## src/rtl/mem_arb_pkg.sv

```systemverilog
// Shared definitions for the memory arbiter.
//   state_t   : arbiter FSM states
//   GNT_IF/D  : grant identifiers (fetch path / load-store path)
//   CNT_W     : width of the wait-state counter (WAIT_CYCLES range 0..15)
package mem_arb_pkg;

  typedef enum logic [1:0] {
    IDLE   = 2'd0,
    ACCESS = 2'd1,
    WAIT   = 2'd2,
    RESP   = 2'd3
  } state_t;

  localparam logic GNT_IF = 1'b0;
  localparam logic GNT_D  = 1'b1;

  localparam int CNT_W = 4;

endpackage

```

## src/rtl/mem_arbiter_if.sv

```systemverilog
// Bus bundle between the CPU requesters, the arbiter and the memory.
//   fetch  : if_req, if_addr -> if_ack, if_rdata
//   data   : d_req, d_we, d_addr, d_wdata -> d_ack, d_rdata
//   memory : mem_en, mem_we, mem_addr, mem_wdata <- mem_rdata
//   status : busy, dbg_state (current arbiter state)
//
// Handshake: a requester raises req with a stable payload and holds it until
// the matching ack, which is a single-cycle pulse. The requester drops req in
// the cycle after ack; otherwise it is granted again. Payload changes after
// the grant are ignored.
//
// Modports: slave = arbiter side, master = CPU/memory side.
interface mem_arbiter_if
  import mem_arb_pkg::*;
#(
  parameter int ADDR_W = 32,
  parameter int DATA_W = 32
) ();

  logic              if_req;
  logic [ADDR_W-1:0] if_addr;
  logic              if_ack;
  logic [DATA_W-1:0] if_rdata;

  logic              d_req;
  logic              d_we;
  logic [ADDR_W-1:0] d_addr;
  logic [DATA_W-1:0] d_wdata;
  logic              d_ack;
  logic [DATA_W-1:0] d_rdata;

  logic              mem_en;
  logic              mem_we;
  logic [ADDR_W-1:0] mem_addr;
  logic [DATA_W-1:0] mem_wdata;
  logic [DATA_W-1:0] mem_rdata;

  logic              busy;
  state_t            dbg_state;

  modport slave (
    input  if_req, if_addr, d_req, d_we, d_addr, d_wdata, mem_rdata,
    output if_ack, if_rdata, d_ack, d_rdata,
    output mem_en, mem_we, mem_addr, mem_wdata, busy, dbg_state
  );

  modport master (
    output if_req, if_addr, d_req, d_we, d_addr, d_wdata, mem_rdata,
    input  if_ack, if_rdata, d_ack, d_rdata,
    input  mem_en, mem_we, mem_addr, mem_wdata, busy, dbg_state
  );

endinterface

```

## src/rtl/mem_arbiter_wait_counter.sv

```systemverilog
// wait_counter: 4-bit loadable down-counter for memory wait states.
//   clock    : rising-edge clock
//   reset    : asynchronous active-low reset (count -> 0)
//   load     : load load_val (has priority over dec)
//   load_val : value to load
//   dec      : decrement by one, saturating at zero
//   zero     : count is zero
module wait_counter
  import mem_arb_pkg::*;
(
  input  logic             clock,
  input  logic             reset,
  input  logic             load,
  input  logic [CNT_W-1:0] load_val,
  input  logic             dec,
  output logic             zero
);

  logic [CNT_W-1:0] cnt_q;

  always_ff @(posedge clock or negedge reset) begin
    if (!reset) begin
      cnt_q <= '0;
    end else if (load) begin
      cnt_q <= load_val;
    end else if (dec && (cnt_q != '0)) begin
      cnt_q <= cnt_q - 1'b1;
    end
  end

  assign zero = (cnt_q == '0);

endmodule

```

## src/rtl/mem_arbiter.sv

```systemverilog
// mem_arbiter: shares one single-port synchronous memory between the
// instruction-fetch path and the load/store path.
//   clock : rising-edge clock
//   reset : asynchronous active-low reset
//   bus   : mem_arbiter_if slave modport (requesters, memory, status)
// Parameters: ADDR_W, DATA_W, WAIT_CYCLES (extra memory latency, 0..15).
//
// Flow: IDLE grants (alternating priority on conflict) and latches the
// payload; ACCESS drives mem_en for one cycle; WAIT spends WAIT_CYCLES cycles;
// read data is captured on the edge leaving the last ACCESS/WAIT cycle; RESP
// pulses the granted ack. All outputs come from registers or the state.
module mem_arbiter
  import mem_arb_pkg::*;
#(
  parameter int ADDR_W      = 32,
  parameter int DATA_W      = 32,
  parameter int WAIT_CYCLES = 2
) (
  input  logic          clock,
  input  logic          reset,
  mem_arbiter_if.slave  bus
);

  // ACCESS already counts as the first memory cycle, so WAIT runs for
  // WAIT_CYCLES cycles when the counter starts at WAIT_CYCLES-1.
  localparam logic [CNT_W-1:0] WAIT_LOAD =
    (WAIT_CYCLES > 0) ? CNT_W'(WAIT_CYCLES - 1) : '0;

  state_t            state_q, state_d;
  logic              last_gnt_q;
  logic              gnt_q;
  logic              we_q;
  logic [ADDR_W-1:0] addr_q;
  logic [DATA_W-1:0] wdata_q;
  logic [DATA_W-1:0] if_rdata_q;
  logic [DATA_W-1:0] d_rdata_q;

  logic grant;
  logic gnt_sel;
  logic cnt_load;
  logic cnt_dec;
  logic cnt_zero;
  logic capture;

  wait_counter u_wait_counter (
    .clock    (clock),
    .reset    (reset),
    .load     (cnt_load),
    .load_val (WAIT_LOAD),
    .dec      (cnt_dec),
    .zero     (cnt_zero)
  );

  always_ff @(posedge clock or negedge reset) begin
    if (!reset) begin
      state_q <= IDLE;
    end else begin
      state_q <= state_d;
    end
  end

  always_comb begin
    state_d  = state_q;
    grant    = 1'b0;
    gnt_sel  = GNT_IF;
    cnt_load = 1'b0;
    cnt_dec  = 1'b0;
    capture  = 1'b0;
    case (state_q)
      IDLE: begin
        if (bus.if_req || bus.d_req) begin
          grant   = 1'b1;
          state_d = ACCESS;
          if (bus.if_req && bus.d_req) begin
            gnt_sel = (last_gnt_q == GNT_IF) ? GNT_D : GNT_IF;
          end else begin
            gnt_sel = bus.d_req ? GNT_D : GNT_IF;
          end
        end
      end
      ACCESS: begin
        if (WAIT_CYCLES > 0) begin
          cnt_load = 1'b1;
          state_d  = WAIT;
        end else begin
          capture = 1'b1;
          state_d = RESP;
        end
      end
      WAIT: begin
        if (cnt_zero) begin
          capture = 1'b1;
          state_d = RESP;
        end else begin
          cnt_dec = 1'b1;
        end
      end
      RESP: begin
        state_d = IDLE;
      end
      default: begin
        state_d = IDLE;
      end
    endcase
  end

  always_ff @(posedge clock or negedge reset) begin
    if (!reset) begin
      last_gnt_q <= GNT_IF;
      gnt_q      <= GNT_IF;
      we_q       <= 1'b0;
      addr_q     <= '0;
      wdata_q    <= '0;
      if_rdata_q <= '0;
      d_rdata_q  <= '0;
    end else begin
      if (grant) begin
        gnt_q <= gnt_sel;
        if (gnt_sel == GNT_D) begin
          addr_q  <= bus.d_addr;
          we_q    <= bus.d_we;
          wdata_q <= bus.d_wdata;
        end else begin
          // Fetches are read-only; mem_wdata keeps its last value.
          addr_q <= bus.if_addr;
          we_q   <= 1'b0;
        end
      end
      if (capture && !we_q) begin
        if (gnt_q == GNT_D) begin
          d_rdata_q <= bus.mem_rdata;
        end else begin
          if_rdata_q <= bus.mem_rdata;
        end
      end
      if (state_q == RESP) begin
        last_gnt_q <= gnt_q;
      end
    end
  end

  assign bus.mem_en    = (state_q == ACCESS);
  assign bus.mem_we    = (state_q == ACCESS) && we_q;
  assign bus.mem_addr  = addr_q;
  assign bus.mem_wdata = wdata_q;
  assign bus.if_ack    = (state_q == RESP) && (gnt_q == GNT_IF);
  assign bus.d_ack     = (state_q == RESP) && (gnt_q == GNT_D);
  assign bus.if_rdata  = if_rdata_q;
  assign bus.d_rdata   = d_rdata_q;
  assign bus.busy      = (state_q != IDLE);
  assign bus.dbg_state = state_q;

endmodule

```

## src/flat_wrapper.sv

```systemverilog
// flat-port wrapper written by rule: the top's interface ports become plain ports
module mem_arbiter_flat import mem_arb_pkg::*;
#(
  parameter int ADDR_W      = 32,
  parameter int DATA_W      = 32,
  parameter int WAIT_CYCLES = 2
)
  (clock, reset, bus_if_req, bus_if_addr, bus_d_req, bus_d_we, bus_d_addr, bus_d_wdata, bus_mem_rdata, bus_if_ack, bus_if_rdata, bus_d_ack, bus_d_rdata, bus_mem_en, bus_mem_we, bus_mem_addr, bus_mem_wdata, bus_busy, bus_dbg_state);
  mem_arbiter_if #(.ADDR_W(ADDR_W), .DATA_W(DATA_W)) bus_i ();
  input  logic clock;
  input  logic reset;
  input wire logic [$bits(bus_i.if_req)-1:0] bus_if_req;
  input wire logic [$bits(bus_i.if_addr)-1:0] bus_if_addr;
  input wire logic [$bits(bus_i.d_req)-1:0] bus_d_req;
  input wire logic [$bits(bus_i.d_we)-1:0] bus_d_we;
  input wire logic [$bits(bus_i.d_addr)-1:0] bus_d_addr;
  input wire logic [$bits(bus_i.d_wdata)-1:0] bus_d_wdata;
  input wire logic [$bits(bus_i.mem_rdata)-1:0] bus_mem_rdata;
  output wire logic [$bits(bus_i.if_ack)-1:0] bus_if_ack;
  output wire logic [$bits(bus_i.if_rdata)-1:0] bus_if_rdata;
  output wire logic [$bits(bus_i.d_ack)-1:0] bus_d_ack;
  output wire logic [$bits(bus_i.d_rdata)-1:0] bus_d_rdata;
  output wire logic [$bits(bus_i.mem_en)-1:0] bus_mem_en;
  output wire logic [$bits(bus_i.mem_we)-1:0] bus_mem_we;
  output wire logic [$bits(bus_i.mem_addr)-1:0] bus_mem_addr;
  output wire logic [$bits(bus_i.mem_wdata)-1:0] bus_mem_wdata;
  output wire logic [$bits(bus_i.busy)-1:0] bus_busy;
  output wire logic [$bits(bus_i.dbg_state)-1:0] bus_dbg_state;
  assign bus_i.if_req = bus_if_req;
  assign bus_i.if_addr = bus_if_addr;
  assign bus_i.d_req = bus_d_req;
  assign bus_i.d_we = bus_d_we;
  assign bus_i.d_addr = bus_d_addr;
  assign bus_i.d_wdata = bus_d_wdata;
  assign bus_i.mem_rdata = bus_mem_rdata;
  assign bus_if_ack = bus_i.if_ack;
  assign bus_if_rdata = bus_i.if_rdata;
  assign bus_d_ack = bus_i.d_ack;
  assign bus_d_rdata = bus_i.d_rdata;
  assign bus_mem_en = bus_i.mem_en;
  assign bus_mem_we = bus_i.mem_we;
  assign bus_mem_addr = bus_i.mem_addr;
  assign bus_mem_wdata = bus_i.mem_wdata;
  assign bus_busy = bus_i.busy;
  assign bus_dbg_state = bus_i.dbg_state;
  mem_arbiter #(.ADDR_W(ADDR_W), .DATA_W(DATA_W), .WAIT_CYCLES(WAIT_CYCLES)) u_core (.clock(clock), .reset(reset), .bus(bus_i));
endmodule
```

## config.mk

```make
export PLATFORM = sky130hd
export DESIGN_NAME = mem_arbiter_flat
export DESIGN_NICKNAME = d
export VERILOG_FILES = /design/src/rtl/mem_arb_pkg.sv /design/src/rtl/mem_arbiter_if.sv /design/src/rtl/mem_arbiter_wait_counter.sv /design/src/rtl/mem_arbiter.sv /design/src/flat_wrapper.sv
export SDC_FILE = /design/constraint.sdc
export NUM_CORES = 1
export LEC_CHECK = 0
export CELL_PAD_IN_SITES_DETAIL_PLACEMENT = 1
export CELL_PAD_IN_SITES_GLOBAL_PLACEMENT = 1
export CORE_MARGIN = 5
export CORE_UTILIZATION = 29
export DETAILED_ROUTE_END_ITERATION = 6
export PLACE_DENSITY_LB_ADDON = 0.15
export RECOVER_POWER = 50
export SKIP_LAST_GASP = 1
export SLEW_MARGIN = 15
export SYNTH_ARGS = -nofsm -noshare
export SYNTH_HDL_FRONTEND = slang
export SYNTH_SLANG_ARGS = --single-unit
```

## constraint.sdc

```tcl
create_clock -name clock -period 2.15 [get_ports clock]
set_input_delay 0.215 -clock clock [delete_from_list [all_inputs] [get_ports clock]]
set_output_delay 0.215 -clock clock [all_outputs]
set_load 0.01 [all_outputs]
```

==> flow_metrics.env <==
export IMPL_grt_pass1_vias=5354
export IMPL_cp_start_kind="flip-flop"
export IMPL_dr_pass1_iters=4
export IMPL_endpoint_kind="flip-flop"
export IMPL_synth_seq_cells=137
export IMPL_arrival_ns=2.45
export IMPL_async_flop_share_pct=100.0
export IMPL_finalSetupViolations=9
export IMPL_hold_viol_final=0
export IMPL_grt_pass1_wl_mm=30.23
export IMPL_die_h_um=153.1
export IMPL_insertion_delay_ns=0.41
export IMPL_worstPathCellList="inv_2 > ha_4 > or3b_4 > or4b_4 > buf_12 > mux2_4"
export IMPL_layout_setup_ws_ns=-0.01202
export IMPL_postCtsSetupBuffers=0
export IMPL_viasPerCell=4.773
export IMPL_worst_clock_skew_ns=0.007794
export IMPL_cts_sinks=137
export IMPL_holdCritPathClass="in2reg"
export IMPL_ys_warnings_count=0
export IMPL_criticalPathCategory="reg2reg"
export IMPL_die_w_um=153.1
export IMPL_grt_use_total_pct=16.10
export IMPL_report_final_slew_viol_count=0
export IMPL_ant_nets=0
export IMPL_rrSetupSlack_ns=-0.01
export IMPL_final_cells=996
export IMPL_cts_tree="built"
export IMPL_wl_per_cell_um=18.76
export IMPL_totalWireLength_mm=18.69
export IMPL_synth_edf_count=0
export IMPL_grt_max_degree=65
export IMPL_clockBufferDepth=2
export IMPL_power_density_mw_per_mm2=1494
export IMPL_design_area_mm2=0.009594
export IMPL_violations="negative setup slack"
export IMPL_maxCapViolations=0
export IMPL_hold_path_depth=3
export IMPL_num_rows=52
export IMPL_core_area_mm2=0.02017
export IMPL_fin_crit_ns=2.162
export IMPL_n_antenna_cell=0
export IMPL_max_freq_ghz=0.4625
export IMPL_timing_rr_start="u_core.u_wait_counter.cnt_q[0]$_DFFE_PN0P_"
export IMPL_drcViolationCount=0
export IMPL_timing_slew_headroom_pct=29.02
export IMPL_rsz0062_at_grt="true"
export IMPL_rr_endpoint="u_core.bus.if_rdata[2]$_DFFE_PN0P_"
export IMPL_dpl_instance_area_mm2=0.008957
export IMPL_p_leak_nw=4.017
export IMPL_pre_cts_slack_ns=-0.004110
export IMPL_avgSynthCellArea_um2=13.25
export IMPL_finalCritPeriodShare_pct=100.6
export IMPL_port_buffers=267
export IMPL_synth_cells=448
export IMPL_hpwl_mm=13.78
export IMPL_slowest_delay_ns=0.50
export IMPL_syn_nets=587
export IMPL_holdPathEnd="u_core.bus.mem_addr[24]$_DFFE_PN0P_"
export IMPL_cp_data_required_time_ns=2.43
export IMPL_syn_cell_area_mm2=0.005937
export IMPL_final_nets=852
export IMPL_ys_types=37
export IMPL_tightest_slew_ns=1.065
export IMPL_ios=268
export IMPL_seq_area_frac_synth_pct=57.74
export IMPL_outcome="finished with violations"
export IMPL_cts_root_buf="clkbuf_16"
export IMPL_numCtsBuffers=17
export IMPL_antenna_found_initial=1
export IMPL_gr_total_overflow=0
export IMPL_initial_core_util_pct=29.44
export IMPL_vias=4754
export IMPL_cp_slowest_cell="or4b_4"
export IMPL_gp_routability_congestion=0.7363
export IMPL_reg2reg_depth=6
export IMPL_layout_drive_gt1_share_pct=21.49
export IMPL_peakVddDrop_mv=0.6135
export IMPL_dominantRegCellSynth="dfrtp_1"
export IMPL_drtIter0Drc=123
export IMPL_place_inst=963
export IMPL_whs_ns=0.3787
export IMPL_syn2layout_area_growth_pct=61.60
export IMPL_hp_start="bus_if_addr[24]"
export IMPL_cp_max_fo=32
export IMPL_dieArea_mm2=0.02343
export IMPL_htreeDepth=4
export IMPL_clk_pin_slew_ns=0.06
==> flip-flops by register name, summed over array words and instances, names as in the netlist, 2 cells and up <==
signal / count
u_core.bus.if_rdata: 32
u_core.u_wait_counter.cnt_q: 4
u_core.bus.dbg_state: 2
u_core.bus.mem_addr: 32
u_core.bus.d_rdata: 32
u_core.bus.mem_wdata: 32
==> per-layer routing <==
metal | track usage [%] | share of wire (%) | vias to the layer above
met4 | 6.109 | 2.3 | 2
met5 | 0 | 0.059 | -
met2 | 27.00 | 50 | 175
met1 | 18.80 | 40 | 2355
li1 | - | - | 2195
met3 | 6.022 | 7.9 | 27
==> what timing repair did <==
| action | in CTS | in global routing |
|---|---|---|
| resized for setup | 1 | 4 |
| hold buffers | 1 | 0 |
| hold endpoints to repair | 38 | 0 |
| setup endpoints to repair | 11 | 36 |
| cloned | 0 | 0 |
==> synth_stat cells (2+ instances only) <==
cell type,number,area share [%]
mux2_1,5,0.95
ha_1,6,1.3
and2_1,3,0.32
mux2_4,30,7.6
a21oi_1,3,0.25
o21a_1,2,0.25
clkbuf_1,27,1.7
o21ai_0,33,2.8
buf_1,5,0.32
nor2_1,34,2.1
o2111ai_1,32,4.7
buf_2,4,0.34
a31oi_1,32,3.4
nand2_1,3,0.19
buf_12,3,1.0
inv_1,8,0.51
dfrtp_1,137,58
mux2_2,62,12
==> layout make-up <==
cell class	count	area [um^2]
tap	270	337.8
fill	2113	10580
inverter	8	30.03
timing repair buffer	286	2868
sequential	137	3428
multi-input combinational	263	2292
clock inverter	14	209.0
clock buffer	18	429.2
==> per-stage QoR <==
step | total power [mW] | util [%] | setup TNS [ns]
4_1_cts | 14.80 | 47.64 | -0.06115
6_report | 14.33 | 47.57 | -0.03284
5_1_grt | 15.28 | 47.57 | -3.992
2_1_floorplan | 7.691 | - | -0.08643
3_5_place_dp | 11.54 | 44.41 | -0.004110
3_3_place_gp | 11.33 | 44.41 | 0
==> worst max-delay path by stage <==
stage / startpoint / to / slack, ns / cells past startpoint
after floorplan: u_core.u_wait_counter.cnt_q[0]$_DFFE_PN0P_ / u_core.bus.if_rdata[10]$_DFFE_PN0P_ / -0.003 / 7
after global placement: u_core.u_wait_counter.cnt_q[0]$_DFFE_PN0P_ / u_core.bus.if_rdata[8]$_DFFE_PN0P_ / 0.05 / 6
after detailed placement: u_core.u_wait_counter.cnt_q[0]$_DFFE_PN0P_ / u_core.bus.if_rdata[28]$_DFFE_PN0P_ / -0.004 / 6
after CTS: u_core.u_wait_counter.cnt_q[0]$_DFFE_PN0P_ / u_core.bus.if_rdata[2]$_DFFE_PN0P_ / -0.02 / 6
after global routing: u_core.u_wait_counter.cnt_q[0]$_DFFE_PN0P_ / u_core.bus.if_rdata[2]$_DFFE_PN0P_ / -0.07 / 6
final: u_core.u_wait_counter.cnt_q[0]$_DFFE_PN0P_ / u_core.bus.if_rdata[2]$_DFFE_PN0P_ / -0.01 / 6
==> kinds of logic (layout without fill, tap and decap cells) <==
group,count (synthesis),count (layout),share of synthesized area (%)
AO/OA/AOI/OAI,110,110,12.54
buffers and inverters,48,326,4.068
AND/OR/NAND/NOR,50,50,4.089
flip-flops,137,137,57.75
multiplexers,97,97,20.29
adder cells (fa/ha/maj),6,6,1.264
==> worst max-delay path: cells and delay by family (launching register included) <==
kind,cells,cell delay (ns)
simple gates,2,0.88
flops,1,0.39
mux,1,0.32
buf+inv,2,0.30
fa+ha+maj,1,0.13
==> power by group <==
part | internal [mW] | switching [mW]
Clock | 1.98 | 1.19
Combinational | 3.81 | 2.75
Sequential | 3.90 | 0.716
==> cells in the final DEF (no fill, tap or decap), types with 2 or more instances in the layout <==
cell type / count
dlygate4sd3_1: 49
clkdlybuf4s50_1: 215
inv_1: 6
nand2_1: 3
clkbuf_4: 2
o2111ai_1: 32
clkbuf_2: 2
a31oi_1: 32
ha_1: 4
inv_6: 5
buf_12: 4
and2_1: 2
mux2_2: 62
dlymetal6s2s_1: 3
mux2_1: 5
dfrtp_1: 137
o21ai_0: 33
clkinv_4: 3
mux2_4: 30
bufinv_16: 4
nor2_1: 33
buf_4: 11
a21oi_1: 3
clkbuf_16: 17
inv_2: 2
Note: power is estimated with default switching activity, not from simulation.
